`src/rtl/sum_uart_tx.sv`:
```
// Adds two latched operand nibbles, captures the WIDTH+1 bit sum and sends it
// as one UART 8N1 frame (start, 8 data bits LSB first, stop) on a registered tx pin.
module sum_uart_tx #(
    parameter int WIDTH        = 4,
    parameter int CLKS_PER_BIT = 434
) (
    input  logic             clk,
    input  logic             reset,
    input  logic [WIDTH-1:0] a,
    input  logic [WIDTH-1:0] b,
    input  logic             send,
    output logic             tx,
    output logic             busy,
    output logic             done,
    output logic [WIDTH:0]   sum_out
);

    localparam logic [1:0]  IDLE      = 2'd0;
    localparam logic [1:0]  START     = 2'd1;
    localparam logic [1:0]  DATA      = 2'd2;
    localparam logic [1:0]  STOP      = 2'd3;
    localparam logic [15:0] BAUD_LAST = 16'(CLKS_PER_BIT - 1);

    logic [1:0]     state_q,  state_d;
    logic [15:0]    baud_q,   baud_d;
    logic [2:0]     bitIdx_q, bitIdx_d;
    logic [7:0]     shift_q,  shift_d;
    logic [WIDTH:0] sum_q,    sum_d;
    logic           tx_q,     tx_d;
    logic           busy_q,   busy_d;
    logic           done_q,   done_d;

    logic [WIDTH:0] sumNext;
    logic           bitEnd;
    logic           accept;

    assign sumNext = (WIDTH+1)'(a) + (WIDTH+1)'(b);
    assign bitEnd  = (baud_q == BAUD_LAST);

    // A request is taken in IDLE, or on the last STOP cycle so that a held
    // send produces frames with no idle gap (done still pulses for the old frame).
    assign accept  = send && ((state_q == IDLE) || ((state_q == STOP) && bitEnd));

    always_comb begin
        state_d  = state_q;
        baud_d   = baud_q + 16'd1;
        bitIdx_d = bitIdx_q;
        shift_d  = shift_q;
        sum_d    = sum_q;
        done_d   = 1'b0;

        case (state_q)
            IDLE: begin
                baud_d = 16'd0;
            end
            START: begin
                if (bitEnd) begin
                    state_d  = DATA;
                    bitIdx_d = 3'd0;
                    baud_d   = 16'd0;
                end
            end
            DATA: begin
                if (bitEnd) begin
                    baud_d = 16'd0;
                    if (bitIdx_q == 3'd7) begin
                        state_d = STOP;
                    end else begin
                        bitIdx_d = bitIdx_q + 3'd1;
                    end
                end
            end
            default: begin
                if (bitEnd) begin
                    state_d = IDLE;
                    done_d  = 1'b1;
                    baud_d  = 16'd0;
                end
            end
        endcase

        if (accept) begin
            state_d  = START;
            baud_d   = 16'd0;
            bitIdx_d = 3'd0;
            sum_d    = sumNext;
            shift_d  = 8'(sumNext);
        end

        // Line level is derived from the next state so tx lands on the same edge as the state.
        case (state_d)
            START:   tx_d = 1'b0;
            DATA:    tx_d = shift_d[bitIdx_d];
            default: tx_d = 1'b1;
        endcase

        busy_d = (state_d != IDLE);
    end

    always_ff @(posedge clk or posedge reset) begin
        if (reset) begin
            state_q  <= IDLE;
            baud_q   <= 16'd0;
            bitIdx_q <= 3'd0;
            shift_q  <= 8'd0;
            sum_q    <= '0;
            tx_q     <= 1'b1;
            busy_q   <= 1'b0;
            done_q   <= 1'b0;
        end else begin
            state_q  <= state_d;
            baud_q   <= baud_d;
            bitIdx_q <= bitIdx_d;
            shift_q  <= shift_d;
            sum_q    <= sum_d;
            tx_q     <= tx_d;
            busy_q   <= busy_d;
            done_q   <= done_d;
        end
    end

    assign tx      = tx_q;
    assign busy    = busy_q;
    assign done    = done_q;
    assign sum_out = sum_q;

endmodule

```
`config.mk`:
```
export PLATFORM = sky130hd
export DESIGN_NAME = sum_uart_tx
export DESIGN_NICKNAME = d
export VERILOG_FILES = /design/src/rtl/sum_uart_tx.sv
export SDC_FILE = /design/constraint.sdc
export NUM_CORES = 1
export LEC_CHECK = 0
export BUFFER_PORTS_ARGS = -buffer_cell sky130_fd_sc_hd__buf_2
export CAP_MARGIN = 20
export CORE_ASPECT_RATIO = 0.75
export CORE_MARGIN = 5
export CORE_UTILIZATION = 53
export CTS_CLUSTER_SIZE = 14
export DETAILED_ROUTE_END_ITERATION = 16
export GPL_ROUTABILITY_DRIVEN = 0
export PLACE_DENSITY_LB_ADDON = 0.25
export RECOVER_POWER = 25
export SLEW_MARGIN = 20
export SYNTH_ARGS = -nofsm -noshare
export SYNTH_HDL_FRONTEND = slang
export SYNTH_SLANG_ARGS = --single-unit
```
`constraint.sdc`:
```
create_clock -name clk -period 2.5 [get_ports clk]
set_input_delay 0.125 -clock clk [delete_from_list [all_inputs] [get_ports clk]]
set_output_delay 0.125 -clock clk [all_outputs]
set_load 0.01 [all_outputs]
```
==> flow_results.org <==
** Route
- Dividing the detail-routed wire length by the instance count gives 13.9 um.
- Number of design rule violations left after detail routing :: 0
- The count of nets left with antenna violations once routing finished came out at 0.
- Total routed wirelength :: 4070 um
- Vias per inst :: roughly 5.3
- Total via count in the routed design :: about 1.6k
- The first detailed-routing pass took 4 iterations.
- Number of violations reported at the end of detailed-routing iteration 0 :: 90

** STA
- The number of hold-slack violations in the final timing report came to 0.
- Final worst clock skew :: between 4 and 5 ps
- Setup repair after global routing left no endpoint under its margin.
- Final worst-path cycle share :: 0.944
- Derived from the worst setup path, the maximum achievable clock frequency is 424 MHz.
- Final sum of negative setup slack :: 0 ps
- Worst slew pin tran :: around 910 ps
- Max Slew Vio Count :: 0
- Setup violations remaining at the end of the flow were counted as 0.
- Worst slew margin :: 0.396
- Minimum clock period :: 2360 ps
- Setup ws final :: around 140 ps
- Final hold slack :: roughly 200 ps

** Pwr
- Cell-internal power :: roughly 0.00084 W
- The share of total power dissipated in the clock network is 0.402.
- Register share of total power :: 0.554
- In this run the power density over the cells is around 450 nW/um2.
- Comb pwr share :: 0.044
- Of the total power, the share spent switching nets is 0.222.
- Net load switching power :: ~0.00024 W
- Static power due to leakage :: about 1.2 nW
- VDD sags by at most approximately 0.47 mV.
- Final Power :: 0.00108 W

** Worst setup path
- Startpoint class of the critical path :: flop
- CP max FO :: 9
- FF-to-FF setup slack :: about 140 ps
- Data on the critical path arrives at its endpoint at 2570 ps.
- Data on the critical path is required at its endpoint by 2710 ps.
- The critical path is of the flop to flop type.
- Worst Setup End Kind :: flop

** Clocking
- Source-to-sink clock delay at the later pin of the worst-skew pair :: 290 ps
- The longest clock path from root to sink contains 2 buffers.
- In this run, CTS created clock tree buffers numbering 5.
- After clock tree synthesis, the clock-pin slew on the worst setup and hold paths is around 70 ps.
- Clk root buf :: clkbuf_8
- Clock Sinks :: 37
- TritonCTS built the clock tree.
- Maximum level of the CTS H-tree :: 2

** Synthesis
- Of all flip-flops after synthesis, the portion carrying an async set or reset was 1.00.
- Post-synth EDFFs :: 0
- During synthesis, Yosys emitted a total of 0 warnings.
- After synthesis, the cell types taking the most area are dfrtp_1 43%, ha_1 7.2%, nand2_1 4.9%.
- Cell type with the highest aggregate area in the netlist :: dfrtp_1
- Leading register cell type out of synthesis :: dfrtp_1
- Synthesis produced a netlist whose cell count is between 200 and 250.
- Seq cells post-synth :: 37
- Synthesized area :: roughly 2100 um2
- Number of distinct library cell variants in the gate-level netlist after synthesis :: 54
- Share of the synthesized area in the top cell type :: 0.433
- The number of nets handed over by synthesis was between 200 and 250.
- Avg Synthesized Cell Area :: ~10 um2
- Of the synthesized area, sequential elements account for 0.446.

** Finish
- The final layout contains 264 nets.
- 0 antenna diodes ended up in the layout.
- Leaving out fill and tap cells, the most frequent cell in the layout is dfrtp_1.
- Proportion of layout cells with a drive suffix above 1 :: 0.253
- The library cells used most frequently in the layout, excluding fill and tap cells, are 36 x dfrtp_1, 27 x nand2_1, 22 x nor2_1.
- From synthesis to final layout, the design area changed by 16.8%.

** GRT
- The number of antenna violations at the first check in global routing came to 0.
- Entering global routing, the biggest net connects 38 pins.
- The first global-routing pass estimated ~6700 um of wire.
- In the global route stage, overall resource usage came out at 0.166.
- The total overflow left after global routing is 0.
- The via count of the first global-routing pass came to approximately 1.4k.

** Floorplan
- Initial Utilization :: 0.557
- The core region is around 3700 um2.
- Die extent in y :: ~64 um
- The floorplan has 19 rows.
- Horizontal extent of the die :: roughly 82 um
- I/O pin cnt :: 19
- Die Outline Area :: about 5300 um2

** Run status
- Status :: completed

** Job
- The tool flagged a number of max-cap violations equal to 0.

** Placed design
- Placed wire-length estimate after detailed placement :: about 2900 um
- Worst setup slack after placement :: 69.4 ps
- Buffers on Ports :: 18

** Worst hold path
- The tightest min-delay check is of the input pin to flop type.
-- power groups by stage --
stage               clock [W]  sequential, W  combinational (W)
floorplan                   0       0.000610          0.0000302
global placement            0       0.000610          0.0000478
detailed placement          0       0.000610          0.0000484
CTS                  0.000449       0.000598          0.0000495
global route         0.000474       0.000598          0.0000558
finish               0.000434       0.000598          0.0000479
-- sequential cells by signal, summed over array words and instances, names as in the netlist --
register	count
state_q	2
done	1
shift_q	8
baud_q	16
busy	1
bitIdx_q	3
sum_out	5
tx	1
-- layer usage --
metal / part of all wire / routed length, um / track usage
met1: 0.52 / 2130 / 0.261
met2: 0.41 / 1680 / 0.209
met3: 0.048 / 196 / 0.0449
met4: 0.015 / 61 / 0.0664
met5: 0 / 0 / 0
-- logic make-up (layout without fill, tap and decap cells) --
kind of cell / after synthesis / after routing / share of synthesized area
compound gates: 43 / 43 / 0.155
mux: 2 / 2 / 0.0126
buf+inv: 15 / 51 / 0.0307
xor+xnor: 11 / 11 / 0.0464
simple gates: 83 / 84 / 0.227
flops: 37 / 37 / 0.446
fa+ha+maj: 13 / 13 / 0.0819
-- cell type report --
class | instances | area, um2
Clock buffer | 6 | 82.6
Clock inverter | 2 | 13.8
Fill cell | 309 | 1310
Inverter | 11 | 41.3
Multi-Input combinational cell | 153 | 1100
Sequential cell | 37 | 927
Tap cell | 52 | 65.1
Timing Repair Buffer | 32 | 195
-- repair_timing --
item,4_1_cts,5_1_grt
setup endpoints to repair,0,1
hold buffers,1,0
buffers inserted,0,3
gates resized for setup,0,3
hold endpoints to repair,36,0
-- critical path, cell delays in order, from the launching register on --
cell      delay (ps)
dfrtp_1          400
inv_1             60
ha_1             140
and4bb_1         220
buf_4            140
nand4_4          170
o21a_1           260
buf_4            170
o21ai_0          210
mux2_4           200
a22oi_2           70
a211oi_2         220
-- cells in the mapped netlist, types with 2 or more instances --
cell      number
o22ai_1        2
and3_1         3
a31oi_1        2
and2_1         3
o21ai_4        2
nand2_1       27
o211ai_1       2
a21oi_1        9
ha_1          12
or3_1          5
inv_1         11
o21a_1         2
xnor2_1        4
xor2_1         7
nor2_1        22
clkbuf_1       3
o21ai_0       11
nand3_1        4
dfrtp_1       36
nand4_1        3
-- stage by stage --
step,util,cells,area (um2)
after CTS,0.641,289,2390
after global placement,0.612,280,2290
final,0.650,293,2430
after global routing,0.650,293,2430
after floorplan,-,204,2080
after detailed placement,0.612,280,2290
-- path summary, 6_finish.rpt --
| check | from | to | depth (start not counted) |
|---|---|---|---|
| worst min-delay path | b[0] | shift_q[0] | 4 |
| max in group asynchronous | reset | baud_q[14] | 4 |
| worst max-delay path | baud_q[1] | tx | 11 |
| worst max register to register | baud_q[1] | tx | 11 |
| min in group asynchronous | reset | baud_q[1] | 4 |
| worst min register to register | baud_q[0] | baud_q[0] | 1 |
Power figures use the tool's default switching activity.
